==> config.mk <==
export PLATFORM = sky130hd
export DESIGN_NAME = scroll_controller_7seg
export DESIGN_NICKNAME = d
export VERILOG_FILES = /design/src/rtl/scroll_controller_7seg.sv
export SDC_FILE = /design/constraint.sdc
export NUM_CORES = 1
export LEC_CHECK = 0
export BUFFER_PORTS_ARGS = -buffer_cell sky130_fd_sc_hd__clkbuf_2
export CAP_MARGIN = 10
export CORE_MARGIN = 1
export CORE_UTILIZATION = 60
export DETAILED_ROUTE_END_ITERATION = 10
export MAX_ROUTING_LAYER = met4
export PLACE_DENSITY_LB_ADDON = 0.25
export SLEW_MARGIN = 40
export SYNTH_ARGS = -nofsm -noshare
export SYNTH_HDL_FRONTEND = slang
export SYNTH_SLANG_ARGS = --single-unit
==> constraint.sdc <==
create_clock -name clk -period 2.62 [get_ports clk]
set_clock_uncertainty 0.2 [all_clocks]
set_input_delay 0.393 -clock clk [delete_from_list [all_inputs] [get_ports clk]]
set_output_delay 0.393 -clock clk [all_outputs]
set_load 0.01 [all_outputs]
==> src/rtl/scroll_controller_7seg.sv <==
// Scrolls a buffered message of 4-bit character codes across DIGITS 7-segment positions.
// Define SCROLL_CONTROLLER_LOOP_EN to repeat passes until stop instead of one pass.
module scroll_controller_7seg #(
  parameter int CLK_HZ   = 50_000_000,
  parameter int SHIFT_HZ = 2,
  parameter int DEPTH    = 16,
  parameter int DIGITS   = 6
) (
  input  logic                clk,
  input  logic                reset_n,
  input  logic                wr_valid,
  input  logic [3:0]          wr_data,
  output logic                wr_ready,
  input  logic                clear,
  input  logic                start,
  input  logic                stop,
  output logic                busy,
  output logic                done,
  output logic [DIGITS*4-1:0] digit,
  output logic [DIGITS-1:0]   blank
);

  localparam int DIV = CLK_HZ / SHIFT_HZ;
  localparam int TW  = $clog2(DIV);
  localparam int CW  = $clog2(DEPTH + 1);
  localparam int AW  = (DEPTH > 1) ? $clog2(DEPTH) : 1;
  localparam int RW  = $clog2(DEPTH + DIGITS + 1);

  typedef enum logic {
    IDLE   = 1'b0,
    SCROLL = 1'b1
  } state_t;

  state_t state, state_nx;

  logic [3:0]    mem [DEPTH];
  logic [CW-1:0] count;
  logic [CW-1:0] eff_cnt;
  logic [RW-1:0] rd_idx;
  logic [RW-1:0] last_idx;
  logic [TW-1:0] tick;

  logic       hs;
  logic       enter;
  logic       leave;
  logic       shift;
  logic       wrap;
  logic       done_nx;
  logic       ld_blank;
  logic [3:0] ld_char;

  assign wr_ready = (state == IDLE) && (count < CW'(DEPTH));
  assign busy     = (state == SCROLL);
  assign hs       = wr_valid && wr_ready;

  // A write landing in the same cycle as start counts; clear wipes everything.
  assign eff_cnt  = clear ? '0 : count + CW'(hs);
  assign last_idx = RW'(count) + RW'(DIGITS - 1);

  assign ld_blank = !(rd_idx < RW'(count));
  assign ld_char  = ld_blank ? 4'h0 : mem[rd_idx[AW-1:0]];

  always_ff @(posedge clk) begin
    if (!reset_n) begin
      state <= IDLE;
    end else begin
      state <= state_nx;
    end
  end

  always_comb begin
    state_nx = state;
    enter    = 1'b0;
    leave    = 1'b0;
    shift    = 1'b0;
    wrap     = 1'b0;
    done_nx  = 1'b0;
    unique case (state)
      IDLE: begin
        if (start && (eff_cnt != '0)) begin
          state_nx = SCROLL;
          enter    = 1'b1;
        end
      end
      SCROLL: begin
        if (stop) begin
          state_nx = IDLE;
          leave    = 1'b1;
        end else if (tick == TW'(DIV - 1)) begin
          shift = 1'b1;
          if (rd_idx == last_idx) begin
            done_nx = 1'b1;
`ifdef SCROLL_CONTROLLER_LOOP_EN
            wrap = 1'b1;
`else
            state_nx = IDLE;
            leave    = 1'b1;
`endif
          end
        end
      end
      default: state_nx = IDLE;
    endcase
  end

  always_ff @(posedge clk) begin
    if (!reset_n) begin
      count  <= '0;
      rd_idx <= '0;
      tick   <= '0;
      digit  <= '0;
      blank  <= '1;
      done   <= 1'b0;
    end else begin
      done <= done_nx;
      if (state == IDLE) begin
        if (clear) begin
          count <= '0;
        end else if (hs) begin
          count <= count + CW'(1);
        end
      end
      if (enter || leave) begin
        tick   <= '0;
        rd_idx <= '0;
        digit  <= '0;
        blank  <= '1;
      end else if (state == SCROLL) begin
        tick <= shift ? '0 : tick + TW'(1);
        if (shift) begin
          digit  <= {digit[DIGITS*4-5:0], ld_char};
          blank  <= {blank[DIGITS-2:0], ld_blank};
          rd_idx <= wrap ? '0 : rd_idx + RW'(1);
        end
      end
    end
  end

  // Buffer contents need no reset; count alone defines what is valid.
  always_ff @(posedge clk) begin
    if (hs && !clear) begin
      mem[count[AW-1:0]] <= wr_data;
    end
  end

endmodule

# Word level (Yosys, flattened, before mapping)
# Memories as Yosys holds them, arrays and structs flattened. A register that Yosys moved wholly into a read port is not among the register bits.
# Index checks and enable logic that the tools add are counted.
totals:
  n_memories: 1
  latch_bits: 0
  ff_bits: 67
  input_bits: 10
  rom_bits: 0
  ramBits: 64
  out_inout_bits: 33
mem_list:
  columns: ["name", "words", "word_bits", "read_ports", "rd_ports_with_merged_regs", "wr", "line_no", "text"]
  rows:
  - ["mem", 16, 4, 1, 1, 1, "36", "logic [3:0] mem [DEPTH];"]
classes:
  mux: 22
  div_mod_pow: 0
  bitwise: 2
  n_mul: 0
  n_addsub: 5
  reduce_logical: 13
  n_eq_ne: 2
  shift: 0
  order_cmp: 2
ops:
  columns: ["cell", "n"]
  rows:
  - ["$add 25x1->25 const B", 1]
  - ["$eq 25x25->1 const B", 1]
  - ["$mux 25", 1]
  - ["$mux 5", 3]
  - ["$mux 1", 14]
  - ["$mux 4", 3]
  - ["$add 5x1->5 const B", 2]
  - ["$add 5x1->5", 1]
  - ["$add 5x3->5 const B", 1]
  - ["$eq 5x5->1", 1]
  - ["$lt 5x5->1", 1]
  - ["$lt 5x5->1 const B", 1]
  - ["$reduce_bool 5->1", 1]
  - ["$logic_and 1x1->1", 4]
  - ["$reduce_and 2->1", 2]
  - ["$reduce_or 3->1", 1]
  - ["$logic_not 1->1", 2]
  - ["$not 1->1", 2]
  - ["$pmux 1 s2", 1]
  - ["$reduce_bool 2->1", 1]
  - ["$reduce_or 2->1", 1]
  - ["$logic_or 1x1->1", 1]

# Depth between registers and ports, before layout
# Gate-level depths: netlist of the first run.
logic_depth:
  word_depth: 12
  depth_mapped: 10
  ltp_nobuf: 8

# Worst setup path after synthesis of the first run
# Ideal clock, no wire load.
synth_path:
  path_type: "register to register"
  start: "register state, in the netlist busy"
  end: "register digit[0]"
  arrival_ps: 2002
  path_slack_ps: 276
  required_time_ps: 2278
  n_path_buf: 2
  path_stages_with_launch: 10
  path_cell_list: "dfxtp_1 buf_2 nor3b_1 ha_1 ha_1 nor3_1 o21a_1 nor2_1 clkbuf_1 a221oi_1"
synth_between:
  elab_chain_cells: 11
  word_cells_on_any_way: 14
synth_rtl:
  columns: ["item", "line_no", "text"]
  rows:
  - ["start, declared", "34", "state_t state, state_nx;"]
  - ["start signal, assigned", "67", "state <= state_nx;"]
  - ["$not 1->1 (no line)", null, null]
  - ["$logic_and 1x1->1", "52", "assign wr_ready = (state == IDLE) && (count < CW'(DEPTH));"]
  - ["$logic_and 1x1->1", "54", "assign hs = wr_valid && wr_ready;"]
  - ["$add 5x1->5", "57", "assign eff_cnt = clear ? '0 : count + CW'(hs);"]
  - ["$mux 5", "57", null]
  - ["$reduce_bool 5->1", "80", "if (start && (eff_cnt != '0)) begin"]
  - ["$logic_and 1x1->1", "80", null]
  - ["$mux 1", "80", null]
  - ["$mux 1", "78", "unique case (state)"]
  - ["$logic_or 1x1->1", "123", "if (enter || leave) begin"]
  - ["$reduce_or 2->1 (no line)", null, null]
  - ["end signal, assigned", "131", "digit <= {digit[DIGITS*4-5:0], ld_char};"]
  - ["end, declared", "19", "output logic [DIGITS*4-1:0] digit,"]
# Parallel ways exist; a longest one is shown, timed or not.
# A chain may end at the register's enable or synchronous reset.

==> results of run 1 <==
## worst paths after layout
check | depth (start not counted) | end
setup / recovery | 6 | flip-flop
hold / removal | 4 | busy
setup reg to reg | 6 | flip-flop
hold reg to reg | 2 | digit[22]
## cell type report
| type | count | area [um^2] | area share |
|---|---|---|---|
| Clock inverter | 15 | 144 | 0.0208 |
| Sequential cell | 135 | 3340 | 0.482 |
| Tap cell | 129 | 161 | 0.0233 |
| Clock buffer | 17 | 414 | 0.0597 |
| Timing Repair Buffer | 68 | 435 | 0.0628 |
| Inverter | 11 | 41.3 | 0.00596 |
| Multi-Input combinational cell | 326 | 2390 | 0.345 |
## power by group
group          switching, mW  total [mW]  leakage [nW]  internal, mW
sequential           0.00444        2.22          1.15          2.21
clock                  0.952        2.23         0.266          1.28
combinational          0.115       0.169         0.978        0.0537
total                   1.07        4.62          2.39          3.55
## kinds of logic (layout without fill, tap and decap cells)
logic type,Yosys count,after routing
buf+inv,42,111
simple gates,179,179
compound gates,67,67
xor+xnor,32,32
mux,35,35
flops,135,135
fa+ha+maj,13,13
## registers in the layout (all words and copies together), names as in the netlist, named ones only
signal / flops
count: 5
mem: 64
digit: 24
done: 1
blank: 6
tick: 25
busy: 1
rd_idx: 5
## stage by stage
| stage | hold slack [ns] | instances | instance area, um^2 | setup WS, ns | utilization |
|---|---|---|---|---|---|
| CTS | 0.0668 | 701 | 6930 | 0.186 | 0.736 |
| floorplan | 0.275 | 503 | 5920 | 0.276 | - |
| detailed placement | 0.263 | 667 | 6350 | 0.183 | 0.674 |
| finish | 0.0897 | 701 | 6930 | 0.161 | 0.736 |
| global route | 0.0909 | 701 | 6930 | 0.0423 | 0.736 |
| global placement | 0.257 | 667 | 6350 | 0.256 | 0.674 |
## worst max-delay path: cells and delay by family, from the launching register on
kind / cells / cell delay, ns
AOI/OAI and AO/OA: 1 / 0.27
adders and majority gates: 1 / 0.27
DFF: 1 / 0.39
and+or+nand+nor: 4 / 1.23
## cell usage in the layout, fill, tap and decap left out, types with 3 or more instances in the layout
master,n
nor3_1,5
nor2_1,52
nand2_1,68
a211oi_1,7
clkinv_4,4
a221oi_1,26
and4_1,4
a21oi_1,9
nand4b_1,5
xnor2_1,11
xor2_1,21
and3_1,4
mux2i_1,19
mux4_2,16
buf_4,22
nor2b_1,3
clkbuf_16,16
dfxtp_1,71
nand3_1,12
ha_1,13
edfxtp_1,64
o211ai_1,5
clkbuf_2,42
nand4_1,11
o21ai_0,4
inv_6,5
nor3b_1,3
inv_1,11
## timing repair
action                     4_1_cts  5_1_grt
setup endpoints to repair        0        1
gates resized for setup          0        1
setup buffers                    0        0
hold buffers                     2        0
hold endpoints to repair         3        0
## layer usage
layer  vias up  global-route usage
met1      2093               0.365
met2       154               0.417
li1       1987                   -
met4         0              0.0814
met3        17              0.0794
met5         -                   -
==> results.yml, run 1 <==
logic_synthesis:
  yosysTopAreaCell: "edfxtp_1"
  synth.area.top_cells: "edfxtp_1, dfxtp_1, mux4_2"
  yosys-top-cells-count: "dfxtp_1, nand2_1, edfxtp_1"
  ys_ff_latch: 135
  synth_compound_area_frac: 0.0891
  seq_area_frac_synth: 0.564
  synth_top_area_share: 0.324
  synthSimpleGateAreaFrac: 0.146
  syn_area_um2: 5920
  synthMuxAreaShare: 0.0929
  synthXorXnorAreaFrac: 0.0473
  synth_adder_area_share: 0.0275
  synthMostInstantiatedCell: "dfxtp_1"
  synth_cells: 503
  synth_top_family_by_area: "simple AND/OR/NAND/NOR gates"
  yosysUniqueCellTypes: 49
  synth_edf_count: 64
  synth_nets: 526
  synth_ff_type: "dfxtp_1"
  yosysWarnings: 0
  avgSynthCellArea_um2: 11.8
  async_flop_share: 0
worst_setup_path:
  timing.rr.start: "tick[0]"
  end_kind: "flip-flop"
  cp_slowest_stage_delay_ns: 0.52
  rrSetupSlack_ns: 0.16
  worst_ep_arrival_time_ns: 2.69
  startpoint: "tick[0]"
  required_ns: 2.85
  critPathKind: "reg -> reg"
  worstPathMaxFanout: 6
  path_cells: "ha_1, nand4b_1, nor3_4, nand3_4, or4_1, a221oi_2"
  crit_path_top_delay_cell: "or4_1"
  cp-start-kind: "flip-flop"
job:
  maxCapViolations: 0
detailed_routing:
  routed-wl-met3_um: 779
  drc_errors: 0
  routed_via_density: 6.06
  via_count: 4251
  drt-wirelength-per-cell_um: 18.0
  dr_wl_met2_um: 6220
  highest_layer: "met4"
  drt_iter0_drc: 303
  ant_nets: 0
  first_pass_iters: 5
  met1Wirelength_um: 5460
  routed_wl_um: 12600
pwr:
  power_mw: 4.62
  p_per_area_nw_per_um2: 666
  ir_drop_mv: 0.383
  leakage_nw: 2.39
timing:
  tightest_slew_ns: 0.591
  fin_setup_tns_ns: 0
  fmax_mhz: 407
  relSlewSlack: 0.606
  period_needed_ns: 2.46
  fin_crit_sh: 0.938
  slew_viol_final: 0
  setup_violations: 0
  rsz0062_at_grt: "no"
  finalHoldViolCount: 0
cts:
  clock_latency_ns: 0.52
  cts_tree: "built"
  cts_sinks: 135
  htree_levels: 4
  numCtsBuffers: 17
  max-clock-path-buffers: 2
  cts.root.buffer_cell: "clkbuf_8"
  clk_pin_slew_ns: 0.06
die:
  die-area_um2: 10300
  die_w_um: 101
  die_y_um: 101
  num_io_pins: 43
  core_um2: 9420
  row_count: 35
  initial_utilization: 0.629
grt:
  grt_pass1_wl_um: 20500
  grt_pass1_vias: 3988
  overflow: 0
  grt_antenna_before_repair: 0
  grt_usage: 0.276
  grt_max_degree: 43
status:
  status: "finished, final reports clean"
layout:
  areaGrowthSynthToFinish_pct: 17.0
  nFillCells: 623
  drive_gt1_frac: 0.217
  antenna_cells: 0
  fin_nets: 582
placed_design:
  port_buffers: 42
  routabilityCongestion: 0.856
  hpwl_um: 8270
min_path:
  min_from: "start"
  min_path_type: "in -> reg"
(Power assumes the default switching activity.)
==> inputs of run 2 (changes only) <==
--- a/config.mk
+++ b/config.mk
@@ -7,9 +7,10 @@
 export LEC_CHECK = 0
 export BUFFER_PORTS_ARGS = -buffer_cell sky130_fd_sc_hd__clkbuf_2
 export CAP_MARGIN = 10
-export CORE_MARGIN = 1
-export CORE_UTILIZATION = 60
+export CORE_MARGIN = 5
+export CORE_UTILIZATION = 54
 export DETAILED_ROUTE_END_ITERATION = 10
+export GPL_TIMING_DRIVEN = 0
 export MAX_ROUTING_LAYER = met4
 export PLACE_DENSITY_LB_ADDON = 0.25
 export SLEW_MARGIN = 40
==> constraint.sdc (replaced) <==
create_clock -name clk -period 2.07 [get_ports clk]
set_clock_uncertainty 0.2 [all_clocks]
set_input_delay 0.3105 -clock clk [delete_from_list [all_inputs] [get_ports clk]]
set_output_delay 0.3105 -clock clk [all_outputs]
set_load 0.01 [all_outputs]
==> run 2 against run 1 <==
Net effect:
- the run now ends with negative setup slack left
- maximum frequency rose by 7.5%
- via count grew 10%
- sequential share of layout area shrank 7.0 points
- worst hold slack lost 0.082 ns
- final cell count increased by 8.3%
- non-clock buffer count is 49 higher
- worst setup slack worse by 0.38 ns
- critical path type unchanged
- highest routed layer unchanged
==> results.yml, run 2 (synthesis results as in run 1) <==
grt:
  globalRouteMet3Util: 0.0500
  grt_pass1_wl_um: 23500
  grt_usage: 0.237
  overflow: 0
  grt_max_degree: 17
  met1_usage: 0.290
  top_usage_layer: "met2"
  grt_antenna_before_repair: 0
  use_met2: 0.388
  grt_pass1_vias: 4580
die:
  row_count: 38
  die_w_um: 115
  die-area_um2: 13200
  initial_utilization: 0.549
  core_um2: 10800
  num_io_pins: 43
  die_y_um: 115
placed_design:
  routabilityCongestion: 0.860
  dpl_worst_slack_ns: -0.287
  dp_cells: 685
  hpwl_um: 8730
  port_buffers: 42
cts:
  cts_tree: "built"
  cts_sinks: 135
  max-clock-path-buffers: 2
  htree_levels: 4
  cts.root.buffer_cell: "clkbuf_8"
  clock_latency_ns: 0.53
  clk_pin_slew_ns: 0.06
  numCtsBuffers: 17
detailed_routing:
  ant_nets: 0
  first_pass_iters: 5
  routed_wl_um: 16400
  via_count: 4688
  drt_iter0_drc: 429
  routed_via_density: 6.18
  drc_errors: 0
  drt-wirelength-per-cell_um: 21.6
status:
  status: "finished with violations"
  violations: "negative setup slack"
worst_setup_path:
  required_ns: 2.25
  worst_ep_arrival_time_ns: 2.46
  rrSetupSlack_ns: -0.22
  cp-start-kind: "flip-flop"
  end_kind: "flip-flop"
  worstPathMaxFanout: 6
  critPathKind: "reg -> reg"
min_path:
  min_path_type: "in -> reg"
timing:
  fmax_mhz: 437
  tightest_slew_ns: 0.778
  relSlewSlack: 0.481
  rsz0062_at_grt: "yes"
  period_needed_ns: 2.29
  worst_slack_ns: -0.216
  setup_violations: 111
  fin_crit_sh: 1.10
  slew_viol_final: 0
  finalHoldViolCount: 0
layout:
  fin_nets: 631
  largest_reg_flops: 64
  nFillCells: 590
  antenna_cells: 0
  final_cell_count_no_fill: 759
  drive_gt1_frac: 0.441
  layout_common_cells: "nand2_1, edfxtp_1, dfxtp_1"
  areaGrowthSynthToFinish_pct: 38.2
  post-route-util: 0.759
pwr:
  ir_drop_mv: 0.516
  leakage_nw: 2.71
  p_per_area_nw_per_um2: 739
job:
  maxCapViolations: 0
[run 2: cell types whose count changed in the layout (fill, tap and decap cells not counted), moves of 6 or more]
cell	change
buf_4	+6
a221oi_2	+22
a211oi_1	-6
nor2_1	-36
buf_6	+12
nor2_4	+25
nor2_2	+11
dfxtp_4	+6
a221oi_1	-26
dfxtp_2	+7
buf_8	+14
dfxtp_1	-13
ha_1	-6
[run 2: final timing paths]
path	startpoint	endpoint	cells past startpoint
worst min-delay path	wr_data[2]	mem[12][2]	1
worst max register to register	count[0]	digit[4]	8
worst min register to register	digit[22]	digit[22]	2
worst max-delay path	count[0]	digit[4]	8
[run 2: critical path: stages (launching register included)]
cell	delay [ns]
dfxtp_4	0.37
ha_2	0.24
xnor2_1	0.15
a211oi_2	0.29
nand4_1	0.22
o21bai_4	0.30
buf_6	0.16
buf_8	0.13
a221oi_2	0.07
[run 2: through the flow]
| step | hold WS [ns] | cell area [um^2] | power (mW) | TNS (ns) |
|---|---|---|---|---|
| after global placement | 0.256 | 6430 | 3.08 | -19.79 |
| final | 0.00756 | 8190 | 6.05 | -10.48 |
| after CTS | 0.00151 | 7800 | 5.94 | -5.93 |
| after floorplan | 0.209 | 6040 | 3.01 | -0.275 |
| after global routing | 0.0344 | 8190 | 6.20 | -15.91 |
| after detailed placement | 0.267 | 6430 | 3.08 | -24.47 |
[run 2: area by class of cell]
type | count | area [um^2] | area share
flip-flops and latches | 135 | 3370 | 0.412
clock inverters | 12 | 113 | 0.0138
multi-input cells | 326 | 3090 | 0.377
well taps | 140 | 175 | 0.0214
clock buffers | 18 | 418 | 0.0510
inverters | 11 | 46.3 | 0.00565
plain buffers | 26 | 253 | 0.0309
repair buffers | 91 | 722 | 0.0882
[run 2: metal layers]
layer / wire, um / vias up / part of all wire
met3: 1000 / 42 / 0.061
li1: - / 2084 / -
met2: 8490 / 213 / 0.52
met1: 6490 / 2349 / 0.40
met5: 0 / - / 0
met4: 399 / 0 / 0.024
[run 2: power by group]
group / leakage [nW] / internal (mW) / switching, mW
Sequential: 1.16 / 2.80 / 0.00945
Combinational: 1.30 / 0.203 / 0.259
Clock: 0.252 / 1.67 / 1.11
Total: 2.71 / 4.67 / 1.38
[run 2: repair_timing]
item	CTS	global route
endpoints found under the hold margin	6	0
pin swaps	36	28
hold buffers	4	0
buffers inserted	28	10
cloned	8	0
resized for setup	122	86
setup endpoints to repair	129	94
==> inputs of run 3 (changes only) <==
--- a/config.mk
+++ b/config.mk
@@ -11,6 +11,7 @@
 export CORE_UTILIZATION = 54
 export DETAILED_ROUTE_END_ITERATION = 10
 export GPL_TIMING_DRIVEN = 0
+export HOLD_SLACK_MARGIN = 0.08
 export MAX_ROUTING_LAYER = met4
 export PLACE_DENSITY_LB_ADDON = 0.25
 export SLEW_MARGIN = 40
==> run 3 against run 2 <==
Net effect:
- the flow still finishes with violations (negative setup slack)
- global-route usage up 0.18 points
- core utilization up 0.28 points
- sequential share of layout area down 0.12 points
- routed wire length down 1.6%
- first-iteration DRC count down 0.93%
- clock-buffer cell count unchanged
- combinational power about the same
- maximum frequency down 0.85%
- worst setup slack worse by 0.020 ns
- critical path depth up 1
- non-clock buffer count up 9
- sequential power about the same
- critical endpoint is now digit[3]
==> results.yml, run 3 (synthesis results as in run 1) <==
status:
  status: "finished with violations"
  violations: "negative setup slack"
detailed_routing:
  via_count: 4694
  ant_nets: 0
  routed_wl_um: 16100
  routed_via_density: 6.11
  first_pass_iters: 5
  drt-wirelength-per-cell_um: 21.0
  drc_errors: 0
  drt_iter0_drc: 425
timing:
  tightest_slew_ns: 0.815
  fin_setup_tns_ns: -8.27
  finalHoldViolCount: 0
  setup_violations: 64
  rsz0062_at_grt: "yes"
  worst_slack_ns: -0.236
  relSlewSlack: 0.457
  fin_crit_sh: 1.11
  slew_viol_final: 0
  fmax_mhz: 434
  period_needed_ns: 2.31
grt:
  overflow: 0
  grt_pass1_vias: 4579
  grt_max_degree: 17
  grt_usage: 0.239
  grt_antenna_before_repair: 0
  grt_pass1_wl_um: 23700
worst_setup_path:
  required_ns: 2.30
  worstPathMaxFanout: 7
  end_kind: "flip-flop"
  cp-start-kind: "flip-flop"
  critPathBufInv: 3
  critPathKind: "reg -> reg"
  path_cells: "ha_4, nand4b_1, nor3_4, buf_6, and3_4, buf_8, buf_4, nand4b_1, a221oi_4"
  crit_top_cell: "nand4b_1"
  cp_slowest_stage_delay_ns: 0.36
  worst_ep_arrival_time_ns: 2.53
  critPathTopFamily: "simple AND/OR/NAND/NOR gates"
  crit_path_top_delay_cell: "dfxtp_2"
layout:
  post-route-util: 0.761
  drive_gt1_frac: 0.438
  fin_nets: 640
  largest_reg_flops: 64
  layout_common_cells: "edfxtp_1, nand2_1, dfxtp_1"
  areaGrowthSynthToFinish_pct: 38.7
  final_common_cell: "edfxtp_1"
  antenna_cells: 0
  nFillCells: 598
cts:
  clk_pin_slew_ns: 0.06
  max-clock-path-buffers: 2
  cts.root.buffer_cell: "clkbuf_8"
  clock_latency_ns: 0.53
  cts_tree: "built"
  cts_sinks: 135
  numCtsBuffers: 17
  htree_levels: 4
pwr:
  p_switching_mw: 1.36
  p_seq_frac: 0.465
  p_int_mw: 4.68
  p_per_area_nw_per_um2: 734
  ir_drop_mv: 0.663
  combPwrFrac: 0.076
  clkPwrFrac: 0.459
  netSwitchingFraction: 0.225
  leakage_nw: 2.74
die:
  num_io_pins: 43
  die_y_um: 115
  initial_utilization: 0.549
  die_w_um: 115
  core_um2: 10800
  row_count: 38
  die-area_um2: 13200
placed_design:
  hpwl_um: 8730
  dpl_worst_slack_ns: -0.287
  port_buffers: 42
  routabilityCongestion: 0.860
job:
  maxCapViolations: 0
min_path:
  min_path_type: "in -> reg"
[run 3: changes by cell type in the layout (fill, tap and decap cells not counted), moves of 3 or more]
cell	before	now
dlygate4sd3_1	4	10
buf_6	12	17
nor2_2	12	20
nor2_4	25	17
nor3_2	4	1
[run 3: path summary, 6_finish.rpt]
path,start,to,slack [ns],depth (start not counted)
min reg2reg,digit[21],digit[21],0.28,2
max reg2reg,tick[1],digit[3],-0.24,9
max,tick[1],digit[3],-0.24,9
min,stop,tick[15],0.17,5
[run 3: tightest hold or removal path, delay by kind of cell]
| kind | cells | cell delay [ns] |
|---|---|---|
| AOI/OAI and AO/OA | 2 | 0.24 |
| buffers and inverters | 2 | 0.28 |
| and+or+nand+nor | 1 | 0.03 |
[run 3: repair_timing]
item                                    in CTS  in global routing
hold endpoints to repair                    73                  0
gates cloned                                 8                  0
buffers inserted                            28                 13
pin swaps                                   36                 22
resized for setup                          122                 79
hold buffers                                10                  0
endpoints found under the setup margin     129                 90
[run 3: final cells by class]
cell class              instances  area, um^2  share of cell area
clock inverters                12         113              0.0137
clock buffers                  18         418              0.0509
multi-input cells             326        3020               0.368
plain buffers                  26         264              0.0321
well taps                     140         175              0.0213
inverters                      11        43.8             0.00533
repair buffers                100         803              0.0978
flip-flops and latches        135        3380               0.411
[run 3: layer usage]
layer / vias to the layer above / part of all wire / GRT usage
met5: - / 0 / -
met4: 0 / 0.018 / 0.0790
met3: 32 / 0.055 / 0.0489
met2: 195 / 0.52 / 0.395
met1: 2364 / 0.41 / 0.295
li1: 2103 / - / -
[run 3: metrics by stage]
stage	total power, mW	cell area [um^2]	hold slack (ns)	std cells
global placement	3.08	6430	0.256	685
CTS	5.95	7860	0.110	756
floorplan	3.01	6040	0.209	503
detailed placement	3.08	6430	0.267	685
global route	6.20	8220	0.148	768
finish	6.03	8220	0.172	768
[run 3: power groups by stage]
| stage | registers (mW) | logic (mW) | clock network [mW] |
|---|---|---|---|
| final | 2.81 | 0.460 | 2.77 |
| after floorplan | 2.87 | 0.147 | 0 |
| after detailed placement | 2.87 | 0.214 | 0 |
| after global placement | 2.87 | 0.210 | 0 |
| after global routing | 2.81 | 0.481 | 2.91 |
| after CTS | 2.81 | 0.374 | 2.77 |
